## src/rtl/gdiv_pkg.sv

```systemverilog
`default_nettype none
// ============================================================================
// Module  : gdiv_pkg
// Purpose : Shared types and helpers for the multi-channel gated divider.
// Revision: 1.0 - initial release
// ============================================================================
package gdiv_pkg;

    typedef enum logic {
        GDIV_UNI = 1'b0,
        GDIV_BI  = 1'b1
    } gdiv_mode_e;

    // Mid-scale start point: quotient probability 0.5 (value 0 in bipolar).
    function automatic int gdiv_default_init(input int dep);
        return 1 << (dep - 1);
    endfunction

endpackage : gdiv_pkg
`default_nettype wire

```

## src/rtl/gdiv_mc_ch.sv

```systemverilog
`default_nettype none
// ============================================================================
// Module  : gdiv_mc_ch
// Purpose : One stochastic divider channel: saturating counter, compare,
//           decrement feedback, sticky saturation flags, optional output reg.
// Revision: 1.0 - initial release
// ============================================================================
module gdiv_mc_ch
    import gdiv_pkg::*;
#(
    parameter int DEP     = 5,
    parameter int INIT    = gdiv_default_init(DEP),
    parameter int OUT_REG = 0
) (
    input  logic           clk,
    input  logic           rst,
    input  logic           en_i,
    input  logic           clr_i,
    input  gdiv_mode_e     mode_i,
    input  logic [DEP-1:0] rand_i,
    input  logic           dividend_i,
    input  logic           divisor_i,
    output logic           quotient_o,
    output logic           sat_hi_o,
    output logic           sat_lo_o
);

    localparam logic [DEP-1:0] c_INIT = DEP'(INIT);
    localparam logic [DEP-1:0] c_MAX  = {DEP{1'b1}};
    localparam logic [DEP-1:0] c_ZERO = '0;
    localparam logic [DEP-1:0] c_ONE  = DEP'(1);

    logic [DEP-1:0] cnt_q, cnt_d;
    logic           sat_hi_q, sat_hi_d;
    logic           sat_lo_q, sat_lo_d;
    logic           w_q_raw;
    logic           w_inc;
    logic           w_dec;

    always_comb begin
        w_q_raw = (cnt_q > rand_i);
        w_inc   = dividend_i;
        // Bipolar multiply of two streams is XNOR; unipolar is AND.
        if (mode_i == GDIV_BI) begin
            w_dec = ~(w_q_raw ^ divisor_i);
        end else begin
            w_dec = w_q_raw & divisor_i;
        end
    end

    always_comb begin
        cnt_d    = cnt_q;
        sat_hi_d = sat_hi_q;
        sat_lo_d = sat_lo_q;
        if (clr_i) begin
            cnt_d    = c_INIT;
            sat_hi_d = 1'b0;
            sat_lo_d = 1'b0;
        end else if (en_i) begin
            if (w_inc && !w_dec) begin
                if (cnt_q == c_MAX) begin
                    sat_hi_d = 1'b1;
                end else begin
                    cnt_d = cnt_q + c_ONE;
                end
            end else if (!w_inc && w_dec) begin
                if (cnt_q == c_ZERO) begin
                    sat_lo_d = 1'b1;
                end else begin
                    cnt_d = cnt_q - c_ONE;
                end
            end
        end
    end

    always_ff @(posedge clk) begin
        if (rst) begin
            cnt_q    <= c_INIT;
            sat_hi_q <= 1'b0;
            sat_lo_q <= 1'b0;
        end else begin
            cnt_q    <= cnt_d;
            sat_hi_q <= sat_hi_d;
            sat_lo_q <= sat_lo_d;
        end
    end

    assign sat_hi_o = sat_hi_q;
    assign sat_lo_o = sat_lo_q;

    // Feedback always uses w_q_raw, so registering only delays the output.
    generate
        if (OUT_REG != 0) begin : g_out_reg
            logic quot_q;
            always_ff @(posedge clk) begin
                if (rst) begin
                    quot_q <= 1'b0;
                end else begin
                    quot_q <= w_q_raw;
                end
            end
            assign quotient_o = quot_q;
        end else begin : g_out_comb
            assign quotient_o = w_q_raw;
        end
    endgenerate

endmodule : gdiv_mc_ch
`default_nettype wire

```

## src/rtl/gdiv_mc.sv

```systemverilog
`default_nettype none
// ============================================================================
// Module  : gdiv_mc
// Purpose : Multi-channel unipolar/bipolar stochastic divider; distributes
//           shared or per-channel random numbers to independent channels.
// Revision: 1.0 - initial release
// ============================================================================
module gdiv_mc
    import gdiv_pkg::*;
#(
    parameter int CH         = 4,
    parameter int DEP        = 5,
    parameter int INIT       = gdiv_default_init(DEP),
    parameter int SHARED_RNG = 1,
    parameter int OUT_REG    = 0
) (
    input  logic              clk,
    input  logic              rst,
    input  logic [CH-1:0]     en_i,
    input  logic [CH-1:0]     clr_i,
    input  logic [CH-1:0]     mode_i,
    input  logic [CH*DEP-1:0] rand_num_i,
    input  logic [CH-1:0]     dividend_i,
    input  logic [CH-1:0]     divisor_i,
    output logic [CH-1:0]     quotient_o,
    output logic [CH-1:0]     sat_hi_o,
    output logic [CH-1:0]     sat_lo_o
);

    generate
        if (SHARED_RNG != 0) begin : g_rng_shared
            // Upper slices are ignored when every channel shares slice 0.
            logic w_unused_rand;
            assign w_unused_rand = ^rand_num_i;
        end
    endgenerate

    generate
        for (genvar i = 0; i < CH; i++) begin : g_ch
            logic [DEP-1:0] w_rand;

            if (SHARED_RNG != 0) begin : g_sel_shared
                assign w_rand = rand_num_i[DEP-1:0];
            end else begin : g_sel_own
                assign w_rand = rand_num_i[i*DEP +: DEP];
            end

            gdiv_mc_ch #(
                .DEP     (DEP),
                .INIT    (INIT),
                .OUT_REG (OUT_REG)
            ) u_ch (
                .clk        (clk),
                .rst        (rst),
                .en_i       (en_i[i]),
                .clr_i      (clr_i[i]),
                .mode_i     (gdiv_mode_e'(mode_i[i])),
                .rand_i     (w_rand),
                .dividend_i (dividend_i[i]),
                .divisor_i  (divisor_i[i]),
                .quotient_o (quotient_o[i]),
                .sat_hi_o   (sat_hi_o[i]),
                .sat_lo_o   (sat_lo_o[i])
            );
        end
    endgenerate

endmodule : gdiv_mc
`default_nettype wire
```

## config.mk

```make
export PLATFORM = sky130hd
export DESIGN_NAME = gdiv_mc
export DESIGN_NICKNAME = d
export VERILOG_FILES = /design/src/rtl/gdiv_pkg.sv /design/src/rtl/gdiv_mc_ch.sv /design/src/rtl/gdiv_mc.sv
export SDC_FILE = /design/constraint.sdc
export NUM_CORES = 1
export LEC_CHECK = 0
export CAP_MARGIN = 20
export CELL_PAD_IN_SITES_DETAIL_PLACEMENT = 0
export CELL_PAD_IN_SITES_GLOBAL_PLACEMENT = 1
export CORE_ASPECT_RATIO = 1.5
export CORE_MARGIN = 2
export CORE_UTILIZATION = 38
export CTS_CLUSTER_SIZE = 14
export DETAILED_ROUTE_END_ITERATION = 7
export GPL_TIMING_DRIVEN = 0
export PLACE_DENSITY_LB_ADDON = 0.1
export SLEW_MARGIN = 20
export SYNTH_ARGS = -nofsm -noshare
export SYNTH_HDL_FRONTEND = slang
export SYNTH_SLANG_ARGS = --single-unit
```

## constraint.sdc

```tcl
create_clock -name clk -period 6.63 [get_ports clk]
set_input_delay 1.989 -clock clk [delete_from_list [all_inputs] [get_ports clk]]
set_output_delay 1.989 -clock clk [all_outputs]
set_load 0.1 [all_outputs]
```

==> results.py <==
metrics = {
    "run_status": {
        "status": "finished clean",
    },
    "clocking": {
        "clock-root-buffer": "clkbuf_8",
        "cts-htree-levels": 1,
        "cts_buffers": 3,
        "clock_path_buffers": 2,
        "cts_tree": "done",
        "postCtsHoldBufs": 0,
        "clkTransAtPathRegs_ps": 100,
        "worstSkewPairLatency_ps": 280,
        "cts.sinks": 28,
        "cts_setup_buffers": 0,
    },
    "pwr": {
        "ir_drop_mv": 0.0839,
        "combPwrFrac_pct": 39.1,
        "p_int_mw": 0.299,
        "p_leak_nw": 1.33,
        "p_switching_mw": 0.164,
        "seq_power_share_pct": 39.9,
        "power_frac_clock_pct": 21.0,
        "power_mw": 0.463,
        "power_density_nw_per_um2": 160,
        "swShare_pct": 35.4,
    },
    "synth": {
        "synth.cell_area_um2": 2370,
        "synth.largest_area_cell": "dfxtp_1",
        "yosysMostFrequentCell": "ha_1",
        "seq_area_frac_synth_pct": 23.6,
        "synth-xor-area-share_pct": 5.91,
        "yosys.area.top_type_share_pct": 23.6,
        "synth_area_leaders": "dfxtp_1 (24%), ha_1 (20%), mux2i_1 (5.5%), nor2_1 (4.6%), buf_4 (3.8%)",
        "syn_area_per_cell_um2": 8.62,
        "synth_commonest_cells": "ha_1 (37), nor2_1 (29), dfxtp_1 (28)",
        "ys_ff_latch": 28,
        "muxShareOfSynthArea_pct": 5.49,
        "synth_top_family_by_area": "adder cells",
        "synth_ff_type": "dfxtp_1",
        "synth_compound_area_share_pct": 13.9,
        "synth_edf_count": 0,
        "yosysWarningCount": 0,
        "yosysUniqueCellTypes": 39,
        "syn_nets": 358,
        "async_reset_ff_share_pct": 0,
        "netlist_instances": 275,
        "yosys.area_share.simple_pct": 21.0,
        "synthAdderAreaFrac_pct": 22.9,
    },
    "global_routing": {
        "grt_max_degree": 15,
        "track_usage_pct": 15.2,
        "antenna_found_initial": 0,
        "grt_pass1_vias": 1863,
        "grt_pass1_wl_um": 8180,
        "grt_overflow": 0,
    },
    "min_path": {
        "hp-start": "g_ch[3].u_ch.sat_lo_o",
        "hold_class": "reg2reg",
    },
    "critical_path": {
        "end_kind": "primary output",
        "timing_worst_setup_path_type": "in2out",
        "r2r_start": "g_ch[2].u_ch.cnt_q[1]",
        "crit_path_start_kind": "input pin",
        "startpoint": "rand_num_i[1]",
        "required_ps": 4640,
        "arrival_ps": 4370,
        "path_max_fanout": 4,
    },
    "sta": {
        "holdWs_ps": 453,
        "setup_viol": 0,
        "report.final.slew_viol_count": 0,
        "max_freq_ghz": 0.157,
        "rsz0062_at_grt": "false",
        "tightestPinTransition_ps": 972,
        "period_minus_slack_ps": 6360,
        "clock_skew_ps": 0.589,
        "finalHoldViolations": 0,
        "maxSlewHeadroom_pct": 35.0,
        "period_share_pct": 95.9,
        "fin_tns_setup_ps": 0,
        "worst_slack_ps": 272,
    },
    "floorplan": {
        "die_w_um": 68.5,
        "initial_utilization_pct": 39.0,
        "num_io_pins": 54,
        "row_count": 35,
        "core_area_um2": 6090,
        "die_y_um": 101,
        "die-area_um2": 6900,
    },
    "placement": {
        "preCtsSetupSlack_ps": -13.4,
        "placed_cells": 387,
        "detailed_place.area_um2": 2840,
        "hpwl_um": 3770,
        "gp_congestion": 0.746,
        "port_buffers": 38,
    },
    "detailed_routing": {
        "drc": 0,
        "avgRoutedWirePerCell_um": 11.9,
        "first_pass_iters": 4,
        "postRouteAntennaNets": 0,
        "vias": 1977,
        "drt-initial-drc-count": 62,
        "routed_wl_um": 4640,
        "via_per_inst": 5.07,
    },
    "layout": {
        "fin_area_um2": 2890,
        "layout-drive-gt1-share_pct": 9.81,
        "diodes": 0,
        "fin_nets": 401,
        "finish.utilization_pct": 47.5,
        "final_cells": 390,
        "area_growth_pct": 22.0,
    },
    "job": {
        "cap_violations": 0,
    },
}
==> layout make-up <==
cell class                      count  area [um^2]
Multi-Input combinational cell    216         1640
Inverter                           14         52.6
Tap cell                           74         92.6
Fill cell                         649         3200
Buffer                             17          116
Timing Repair Buffer               38          387
Sequential cell                    28          561
Clock buffer                        3         41.3
==> kinds of logic (layout without fill, tap and decap cells) <==
kind of cell / Yosys count / count (layout)
flops: 28 / 28
mux: 13 / 13
xor+xnor: 16 / 16
buf+inv: 31 / 72
fa+ha+maj: 41 / 41
compound gates: 48 / 48
simple gates: 98 / 98
==> state kept, by name, indices dropped and copies added, names as in the netlist <==
name                count
g_ch.u_ch.sat_hi_o      4
g_ch.u_ch.cnt_q        20
g_ch.u_ch.sat_lo_o      4
==> routing by layer <==
| layer | track usage, % | routed length [um] |
|---|---|---|
| met1 | 18.0 | 2070 |
| met5 | 0 | 0 |
| met2 | 27.2 | 2330 |
| met4 | 5.54 | 78 |
| met3 | 1.56 | 164 |
==> cell usage in the layout (no fill, tap or decap), drive strengths merged, types with 11 or more instances in the layout <==
cell type      count
nor3              11
ha                37
dfxtp             28
buf               13
a21oi             13
nand2             12
inv               14
nor2              30
clkdlybuf4s50     34
mux2i             13
==> power by group through the flow <==
stage / registers, mW / logic (mW) / clock network (mW)
4_1_cts: 0.185 / 0.184 / 0.103
3_5_place_dp: 0.189 / 0.184 / 0
3_3_place_gp: 0.189 / 0.181 / 0
5_1_grt: 0.186 / 0.203 / 0.107
6_report: 0.185 / 0.181 / 0.0972
2_1_floorplan: 0.185 / 0.140 / 0
==> worst paths after layout <==
check                           to  slack, ps  cells after the start
max                  quotient_o[1]        270                      9
min          g_ch[3].u_ch.sat_lo_o        450                      2
max reg2reg  g_ch[2].u_ch.cnt_q[4]       2670                     15
min reg2reg  g_ch[3].u_ch.sat_lo_o        450                      2
==> repair_timing <==
| item | in CTS | in global routing |
|---|---|---|
| hold endpoints to repair | 0 | 0 |
| setup endpoints to repair | 1 | 3 |
| resized for setup | 1 | 3 |
| cloned | 0 | 0 |
==> critical path, stage by stage <==
cell and delay, ps:
clkdlybuf4s50_1 450, inv_1 80, ha_1 300, nor2b_1 130, o21a_1 110, o21ai_0 80
a21oi_1 230, buf_4 150, dlygate4sd2_1 840
Note: power is estimated with default switching activity, not from simulation.
